[src/rtl/branch_resolve_unit_if.sv]
// EX-stage branch resolution bus: resolve inputs, fetch-side BHT lookup,
// and the redirect / statistics outputs of branch_resolve_unit.
interface branch_resolve_unit_if;
    logic        ex_valid;
    logic        ex_is_branch;
    logic        ex_is_jal;
    logic        ex_is_jalr;
    logic [2:0]  ex_funct3;
    logic [31:0] ex_pc;
    logic [31:0] ex_br_target;
    logic [31:0] ex_jalr_target;
    logic        ex_pred_taken;
    logic        br_eq;
    logic        br_lt;
    logic        br_ltu;
    logic [31:0] if_pc;
    logic        if_pred_taken;
    logic        redirect_valid;
    logic [31:0] redirect_pc;
    logic [31:0] branch_count;
    logic [31:0] mispredict_count;

    // Pipeline side: drives EX/IF information, observes redirect and stats
    modport master (
        output ex_valid, ex_is_branch, ex_is_jal, ex_is_jalr, ex_funct3,
               ex_pc, ex_br_target, ex_jalr_target, ex_pred_taken,
               br_eq, br_lt, br_ltu, if_pc,
        input  if_pred_taken, redirect_valid, redirect_pc,
               branch_count, mispredict_count
    );

    // Resolve unit side
    modport slave (
        input  ex_valid, ex_is_branch, ex_is_jal, ex_is_jalr, ex_funct3,
               ex_pc, ex_br_target, ex_jalr_target, ex_pred_taken,
               br_eq, br_lt, br_ltu, if_pc,
        output if_pred_taken, redirect_valid, redirect_pc,
               branch_count, mispredict_count
    );
endinterface

[src/rtl/branch_resolve_unit.sv]
// Branch resolve unit: resolves B-type/JAL/JALR in EX, issues a registered
// one-cycle redirect on mispredict or jump, and owns the 2-bit BHT read by fetch.
module branch_resolve_unit #(
    parameter int unsigned BHT_IDX_W = 4
) (
    input  logic               clk,
    input  logic               rst,
    branch_resolve_unit_if.slave bus
);
    localparam int unsigned BHT_SIZE = 1 << BHT_IDX_W;

    logic [1:0]           bht [BHT_SIZE];
    logic [BHT_IDX_W-1:0] ex_idx;
    logic [BHT_IDX_W-1:0] if_idx;
    logic                 act;
    logic                 do_jalr;
    logic                 do_jal;
    logic                 br_legal;
    logic                 br_taken;
    logic                 do_branch;
    logic                 mispredict;
    logic                 redirect_next;
    logic [31:0]          redirect_pc_next;
    logic [1:0]           bht_cur;
    logic [1:0]           bht_next;
    logic                 unused_bits;

    assign ex_idx = bus.ex_pc[BHT_IDX_W+1:2];
    assign if_idx = bus.if_pc[BHT_IDX_W+1:2];
    assign unused_bits = ^{bus.if_pc[31:BHT_IDX_W+2], bus.if_pc[1:0],
                           bus.ex_jalr_target[0]};

    // Fetch-side prediction: plain read of the table, no same-cycle bypass
    always_comb begin
        bus.if_pred_taken = bht[if_idx][1];
    end

    // funct3 decode of the comparator flags
    always_comb begin
        br_legal = 1'b1;
        br_taken = 1'b0;
        unique case (bus.ex_funct3)
            3'b000:  br_taken = bus.br_eq;
            3'b001:  br_taken = ~bus.br_eq;
            3'b100:  br_taken = bus.br_lt;
            3'b101:  br_taken = ~bus.br_lt;
            3'b110:  br_taken = bus.br_ltu;
            3'b111:  br_taken = ~bus.br_ltu;
            default: br_legal = 1'b0;
        endcase
    end

    // Instruction classification with jalr > jal > branch priority; a live
    // redirect squashes the wrong-path EX instruction
    always_comb begin
        act        = bus.ex_valid & ~bus.redirect_valid & ~rst;
        do_jalr    = act & bus.ex_is_jalr;
        do_jal     = act & ~bus.ex_is_jalr & bus.ex_is_jal;
        do_branch  = act & ~bus.ex_is_jalr & ~bus.ex_is_jal & bus.ex_is_branch & br_legal;
        mispredict = do_branch & (br_taken != bus.ex_pred_taken);
    end

    // Redirect target selection
    always_comb begin
        redirect_next    = do_jalr | do_jal | mispredict;
        redirect_pc_next = bus.redirect_pc;
        if (do_jalr)
            redirect_pc_next = {bus.ex_jalr_target[31:1], 1'b0};
        else if (do_jal)
            redirect_pc_next = bus.ex_br_target;
        else if (mispredict)
            redirect_pc_next = br_taken ? bus.ex_br_target : bus.ex_pc + 32'd4;
    end

    // Saturating 2-bit counter step for the resolving branch's entry
    always_comb begin
        bht_cur  = bht[ex_idx];
        bht_next = bht_cur;
        if (br_taken) begin
            if (bht_cur != 2'b11) bht_next = bht_cur + 2'd1;
        end else begin
            if (bht_cur != 2'b00) bht_next = bht_cur - 2'd1;
        end
    end

    // Redirect register: one-cycle pulse, target held between redirects
    always_ff @(posedge clk) begin
        if (rst) begin
            bus.redirect_valid <= 1'b0;
            bus.redirect_pc    <= '0;
        end else begin
            bus.redirect_valid <= redirect_next;
            bus.redirect_pc    <= redirect_pc_next;
        end
    end

    // Branch and mispredict statistics, wrapping at 2**32
    always_ff @(posedge clk) begin
        if (rst) begin
            bus.branch_count     <= '0;
            bus.mispredict_count <= '0;
        end else begin
            if (do_branch)  bus.branch_count     <= bus.branch_count + 32'd1;
            if (mispredict) bus.mispredict_count <= bus.mispredict_count + 32'd1;
        end
    end

    // BHT: reset to weakly not-taken, trained by legal active branches
    always_ff @(posedge clk) begin
        if (rst) begin
            for (int unsigned i = 0; i < BHT_SIZE; i++)
                bht[i] <= 2'b01;
        end else if (do_branch) begin
            bht[ex_idx] <= bht_next;
        end
    end
endmodule

[src/flat_wrapper.sv]
// flat-port wrapper written by rule: the top's interface ports become plain ports
module branch_resolve_unit_flat 
#(
    parameter int unsigned BHT_IDX_W = 4
)
  (clk, rst, bus_ex_valid, bus_ex_is_branch, bus_ex_is_jal, bus_ex_is_jalr, bus_ex_funct3, bus_ex_pc, bus_ex_br_target, bus_ex_jalr_target, bus_ex_pred_taken, bus_br_eq, bus_br_lt, bus_br_ltu, bus_if_pc, bus_if_pred_taken, bus_redirect_valid, bus_redirect_pc, bus_branch_count, bus_mispredict_count);
  branch_resolve_unit_if bus_i ();
  input  logic clk;
  input  logic rst;
  input wire logic [$bits(bus_i.ex_valid)-1:0] bus_ex_valid;
  input wire logic [$bits(bus_i.ex_is_branch)-1:0] bus_ex_is_branch;
  input wire logic [$bits(bus_i.ex_is_jal)-1:0] bus_ex_is_jal;
  input wire logic [$bits(bus_i.ex_is_jalr)-1:0] bus_ex_is_jalr;
  input wire logic [$bits(bus_i.ex_funct3)-1:0] bus_ex_funct3;
  input wire logic [$bits(bus_i.ex_pc)-1:0] bus_ex_pc;
  input wire logic [$bits(bus_i.ex_br_target)-1:0] bus_ex_br_target;
  input wire logic [$bits(bus_i.ex_jalr_target)-1:0] bus_ex_jalr_target;
  input wire logic [$bits(bus_i.ex_pred_taken)-1:0] bus_ex_pred_taken;
  input wire logic [$bits(bus_i.br_eq)-1:0] bus_br_eq;
  input wire logic [$bits(bus_i.br_lt)-1:0] bus_br_lt;
  input wire logic [$bits(bus_i.br_ltu)-1:0] bus_br_ltu;
  input wire logic [$bits(bus_i.if_pc)-1:0] bus_if_pc;
  output wire logic [$bits(bus_i.if_pred_taken)-1:0] bus_if_pred_taken;
  output wire logic [$bits(bus_i.redirect_valid)-1:0] bus_redirect_valid;
  output wire logic [$bits(bus_i.redirect_pc)-1:0] bus_redirect_pc;
  output wire logic [$bits(bus_i.branch_count)-1:0] bus_branch_count;
  output wire logic [$bits(bus_i.mispredict_count)-1:0] bus_mispredict_count;
  assign bus_i.ex_valid = bus_ex_valid;
  assign bus_i.ex_is_branch = bus_ex_is_branch;
  assign bus_i.ex_is_jal = bus_ex_is_jal;
  assign bus_i.ex_is_jalr = bus_ex_is_jalr;
  assign bus_i.ex_funct3 = bus_ex_funct3;
  assign bus_i.ex_pc = bus_ex_pc;
  assign bus_i.ex_br_target = bus_ex_br_target;
  assign bus_i.ex_jalr_target = bus_ex_jalr_target;
  assign bus_i.ex_pred_taken = bus_ex_pred_taken;
  assign bus_i.br_eq = bus_br_eq;
  assign bus_i.br_lt = bus_br_lt;
  assign bus_i.br_ltu = bus_br_ltu;
  assign bus_i.if_pc = bus_if_pc;
  assign bus_if_pred_taken = bus_i.if_pred_taken;
  assign bus_redirect_valid = bus_i.redirect_valid;
  assign bus_redirect_pc = bus_i.redirect_pc;
  assign bus_branch_count = bus_i.branch_count;
  assign bus_mispredict_count = bus_i.mispredict_count;
  branch_resolve_unit #(.BHT_IDX_W(BHT_IDX_W)) u_core (.clk(clk), .rst(rst), .bus(bus_i));
endmodule
[config.mk]
export PLATFORM = sky130hd
export DESIGN_NAME = branch_resolve_unit_flat
export DESIGN_NICKNAME = d
export VERILOG_FILES = /design/src/rtl/branch_resolve_unit_if.sv /design/src/rtl/branch_resolve_unit.sv /design/src/flat_wrapper.sv
export SDC_FILE = /design/constraint.sdc
export NUM_CORES = 1
export LEC_CHECK = 0
export ABC_AREA = 1
export CAP_MARGIN = 20
export CORE_ASPECT_RATIO = 0.7
export CORE_MARGIN = 1
export CORE_UTILIZATION = 49
export CTS_CLUSTER_DIAMETER = 150
export CTS_CLUSTER_SIZE = 10
export DETAILED_ROUTE_END_ITERATION = 8
export PLACE_DENSITY_LB_ADDON = 0.1
export SLEW_MARGIN = 5
export SYNTH_ARGS = -nofsm -noshare
export SYNTH_HDL_FRONTEND = slang
export SYNTH_SLANG_ARGS = --single-unit
[constraint.sdc]
create_clock -name clk -period 2 [get_ports clk]
set_input_delay 0.4 -clock clk [delete_from_list [all_inputs] [get_ports clk]]
set_output_delay 0.4 -clock clk [all_outputs]
set_load 0.02 [all_outputs]
Word level (Yosys, flattened, before mapping)
Memories as Yosys holds them, arrays and structs flattened. Index checks and enable logic that the tools add are counted.

Add/subtract/negate cells: 5. Equal/unequal tests: 7. Multiplexer cells: 17. Bitwise gates (word level): 18. Reduce and logical (&&, ||, !) cells: 7.

Operator list (number): 32-bit two-way mux (4); 32-bit by 1-bit adder with 32-bit output, second input constant (2); 32-bit by 3-bit adder with 32-bit output, second input constant (1); 3-bit equality test, second input constant (4); 1-bit bitwise AND (9); 2-bit two-way mux (4); 1-bit two-way mux (7); 1-bit inverter (7); 1-bit case mux with 6 select lines (1); 6-bit OR reduction (1); 4-bit two-way mux (1); 2-bit nonzero test (2); 2-bit OR reduction (2); 3-bit by 1-bit equality test with 1-bit output, second input constant (1); 3-bit zero test (1); 3-bit nonzero test (1); 2-bit by 1-bit adder with 2-bit output, second input constant (1); 2-bit inequality test, second input constant (1); 1-bit bitwise OR (2); 2-bit by 1-bit subtractor with 2-bit output, second input constant (1); 1-bit inequality test (1).

Register bits after elaboration: 97. RAM bits: 32. Input bits: 141. Output and inout port bits: 98. Word-level logic and storage cells: 60. Memories: 1.

Memory list: u_core.bht (words 16, width 2, read ports 2, clocked after memory_dff 0, write ports 16, line branch_resolve_unit.sv:12) `logic [1:0] bht [BHT_SIZE];`.

Longest topological paths before layout
Depth in word-level cells: 12. Depth in mapped cells: 13. Mapped depth without buffers: 12.

Worst setup path before layout
No wires, ideal clock.

Path type: input -> output. Start: input port bus_if_pc[2]. End: output port bus_if_pred_taken. Arrival time: 1.378 ns. Data required time: 1.600 ns. Path slack: 0.222 ns. Cell stages on the path: 5. Cells stage by stage: clkbuf_1 o21ai_0 nand2_1 nor2_1 o31ai_1.

Cells in the longest elaborated chain, start to end: 1.

Ends and longest elaborated chain: from (decl) (line flat_wrapper.sv:22) `input wire logic [$bits(bus_i.if_pc)-1:0] bus_if_pc;`; memory 16 x 2 bit; to (decl) (line flat_wrapper.sv:23) `output wire logic [$bits(bus_i.if_pred_taken)-1:0] bus_if_pred_taken;`.

No other way between the ends.

Worst setup path in the final report
Start: register u_core.bus.mispredict_count[9] in the netlist's numbering. End: output port bus_mispredict_count[9].

RTL lines: from (decl) (line branch_resolve_unit_if.sv:38) `branch_count, mispredict_count`; from (signal assigned) (line branch_resolve_unit.sv:104) `if (mispredict) bus.mispredict_count <= bus.mispredict_count + 32'd1;`; to (decl) (line flat_wrapper.sv:27) `output wire logic [$bits(bus_i.mispredict_count)-1:0] bus_mispredict_count;`.

No word-level cell between the ends.

==> results.md <==
* Crit path largest cell delay at 0.67 ns
* CTS Buffer Depth at 2
* Status: finished clean
* Syn Area/Cell at 6.286 µm²
* Combinational fraction of design power at 19.4%
* Worst R2R Start: u_core.bht[13][1]$_SDFFCE_PN0P_
* Share of post-route cells with drive strength above 1 at 14.41%
* Period Utilization, post-route at 98.28%
* Setup Skew at 0.02950 ns
* Met3 global-route usage at 7.280%
* Remaining DRCs at 0
* Slew Viols, Final at 0
* Reg2reg path depth at 11
* Post-layout util at 75.46%
* Routed Antenna Nets at 0
* Fin area at 12,590 µm²
* Met2 Usage GRT at 51.82%
* HP Start: u_core.bus.branch_count[29]$_SDFFE_PP0P_
* Overall Global Routing Usage at 33.73%
* Final number of hold-violating endpoints at 0
* CTS clk-pin slew, worst paths at 0.06 ns
* Synth Cell Area at 8537 µm²
* Number of nets in the layout at 1,820
* Die Wd at 159.8 µm
* CP startpoint kind: flip-flop
* First-pass GRT wire length at 47.67 mm
* Skew-Pair Late Insertion Delay at 0.44 ns
* Post-synth EDFFs at 32
* Total Wirelength at 30.36 mm
* Number of global-route vias before repair at 9,099
* Antenna violations before repair at 1
* Max VDD drop at 0.5783 mV
* Pre-CTS setup slack at -0.5992 ns
* Worst path arrival time at 1.57 ns
* Min cycle time layout at 1.966 ns
* Worst Path Max Fanout at 5
* Die area at 17,960 µm²
* Slew @ Worst Pin at 0.6481 ns
* Distinct cells, synth at 40
* Ys async rst share at 0%
* Core Rows at 39
* Synthesized instance count at 1,358
* Pre-antenna DRT Iters at 6
* CTS tree: yes
* Hold Crit Depth at 2
* Core ar. at 16,690 µm²
* Type of the tightest min-delay check: flip-flop to flip-flop
* Maximum level of the CTS H-tree at 4
* CP top delay family: buffers and inverters
* CTS Buf Count at 17
* Placed cell area at 11,750 µm²
* Initial Utilization at 51.15%
* DR WL/cell at 15.88 µm
* Max cap viols at 0
* Yosys reg bits at 129
* DR iter-0 viols at 1,303
* Area Overhead vs Synth at 47.52%
* CP max stage cell: clkdlybuf4s50_1
* Yosys warnings at 0
* Port Buffers at 209
* P_leak at 5.261 nW
* Max_slew headroom at 56.79%
* Die height at 112.4 µm
* Fillers at 1,365
* PD cells at 585.1 nW/µm²
* RePlAce Congestion at 0.9715
* Syn nets at 1,505
* Pwr Total at 0.007368 W
* Vias post-DR at 10,040
* Setup violators final at 0
* FF+latch area at 2903 µm²
* Prevailing post-synth register cell: dfxtp_1
* Seq/Total Area, Yosys at 34.00%
* Buf+Inv Stages, Crit Path at 1
* Sequential Power Share at 37.7%
* Clock root buffer master: clkbuf_16
* Clock group share of total power at 42.9%
* Via density at 5.249
* Int Pwr at 0.005278 W
* Ports at 239
* CP Capture Type: primary output
* R2R Path End: u_core.bht[6][0]$_SDFFCE_PN1P_
* GRT Residual Overflow at 0
* RSZ-0062 raised after global routing: true
* Met1 Use GR at 48.28%
* P_sw at 0.002090 W
* Net Sw Frac at 28.36%
* Multi-input logic area at 5009 µm²
* DP HPWL at 22.88 mm
* Crit-path cells: clkdlybuf4s50_1
* WP data required at 1.60 ns
* Gr busiest metal: met2
* WHS Endpoint: u_core.bus.branch_count[29]$_SDFFE_PP0P_
* Crit path kind: flip-flop to primary output
* Max Fclk at 508.8 MHz
* Clock sink total at 129
* Setup slack, reg-to-reg at 0.05 ns
* Post-route setup slack at 0.03446 ns
* Largest net degree at the start of global routing at 57
-- power by group through the flow --
stage | Combinational, W | Sequential [W] | Clock, W
floorplan | 0.000553 | 0.00289 | 0
global placement | 0.00131 | 0.00283 | 0
detailed placement | 0.00132 | 0.00283 | 0
CTS | 0.00133 | 0.00278 | 0.00317
global route | 0.00154 | 0.00278 | 0.00329
finish | 0.00143 | 0.00278 | 0.00316
-- state kept, by name (all words and copies together), names as in the netlist --
| signal | flops |
|---|---|
| u_core.bus.branch_count | 32 |
| u_core.bht | 32 |
| u_core.bus.redirect_pc | 32 |
| u_core.bus.mispredict_count | 32 |
| u_core.bus.redirect_valid | 1 |
-- cell type report --
cell class	instances	share of cell area (%)
Clock buffer	17	3.378
Multi-Input combinational cell	1048	39.77
Timing Repair Buffer	344	26.30
Tap cell	225	2.235
Clock inverter	15	1.262
Sequential cell	129	23.05
Antenna cell	1	0.01987
Inverter	133	3.984
-- Yosys cell counts (4+ instances only) --
master / number / area (µm²)
nand2_1: 422 / 1584
nor2_1: 219 / 822.0
inv_1: 128 / 480.5
a21oi_1: 97 / 485.5
dfxtp_1: 97 / 1942
nand3_1: 64 / 320.3
o21ai_0: 56 / 280.3
xor2_1: 38 / 332.8
nor3_1: 34 / 170.2
edfxtp_1: 32 / 960.9
clkbuf_1: 22 / 82.58
buf_2: 16 / 80.08
nand3b_1: 16 / 120.1
xnor2_1: 16 / 140.1
nand2_2: 15 / 93.84
nand4_1: 15 / 93.84
or2_2: 13 / 81.33
buf_4: 7 / 52.55
ha_1: 6 / 75.07
inv_2: 5 / 18.77
o21bai_1: 5 / 37.54
a21boi_0: 4 / 30.03
o22ai_1: 4 / 25.02
-- metal layers --
metal	wire length [µm]	vias up	share of wire (%)
met1	13830	4492	46
li1	-	4962	-
met4	427	0	1.4
met2	12950	546	43
met3	3152	36	10
met5	0	-	0
-- stage by stage --
stage                     std cells  setup TNS (ns)  hold slack (ns)
after global placement         1871          -35.96           0.4683
after detailed placement       1871          -42.74           0.4789
after global routing           1911         -0.3065           0.5100
after floorplan                1358               0           0.5557
after CTS                      1903               0           0.4877
final                          1912               0           0.4848
-- timing repair --
item,CTS,global route
setup endpoints to repair,18,99
gates resized for setup,12,60
cloned,0,3
hold buffers,0,0
pin swaps,0,8
setup buffers,0,5
-- cell usage in the layout (no fill, tap or decap), drive strengths merged --
cell type and instances:
nor2b 1, nor3 35, xnor2 16, a21oi 98, a21boi 4, nor4 1, nor3b 1, o21ai 59
clkinvlp 3, o31ai 1, nand4 15, nand2 437, dlymetal6s2s 14, inv 137, o21a 1, and2 1
clkdlybuf4s50 190, diode 1, ha 6, clkbuf 20, o21bai 5, xor2 38, o211ai 3, buf 135
nor2 225, or2 13, edfxtp 32, clkinv 6, dlygate4sd2 2, nand3 67, bufinv 2, nand3b 16
and3 1, o22ai 4, dfxtp 97
-- how the worst max path moves through the flow --
stage,startpoint,endpoint,slack (ns),cells past startpoint
final,u_core.bus.mispredict_count[9]$_SDFFE_PP0P_,bus_mispredict_count[9],0.03,1
after global placement,bus_if_pc[2],bus_if_pred_taken,-0.56,6
after floorplan,bus_if_pc[2],bus_if_pred_taken,0.22,5
after detailed placement,bus_if_pc[2],bus_if_pred_taken,-0.60,8
after CTS,u_core.bus.branch_count[23]$_SDFFE_PP0P_,bus_branch_count[23],0.004,1
after global routing,bus_ex_valid,u_core.bht[3][0]$_SDFFCE_PN1P_,-0.04,11
-- worst register-to-register path: cells and delay by family, from the launching register on --
| family | cells | cell delay (ns) |
|---|---|---|
| compound gates | 4 | 0.56 |
| buf+inv | 2 | 0.36 |
| flops | 1 | 0.37 |
| simple gates | 5 | 0.44 |
-- cells by family after synthesis --
group | synth area share, %
flip-flops | 34.00
AND/OR/NAND/NOR | 40.04
XOR/XNOR | 5.540
AO/OA/AOI/OAI | 10.86
adder cells (fa/ha/maj) | 0.8794
buffers and inverters | 8.677
Note: power is estimated with default switching activity, not from simulation.
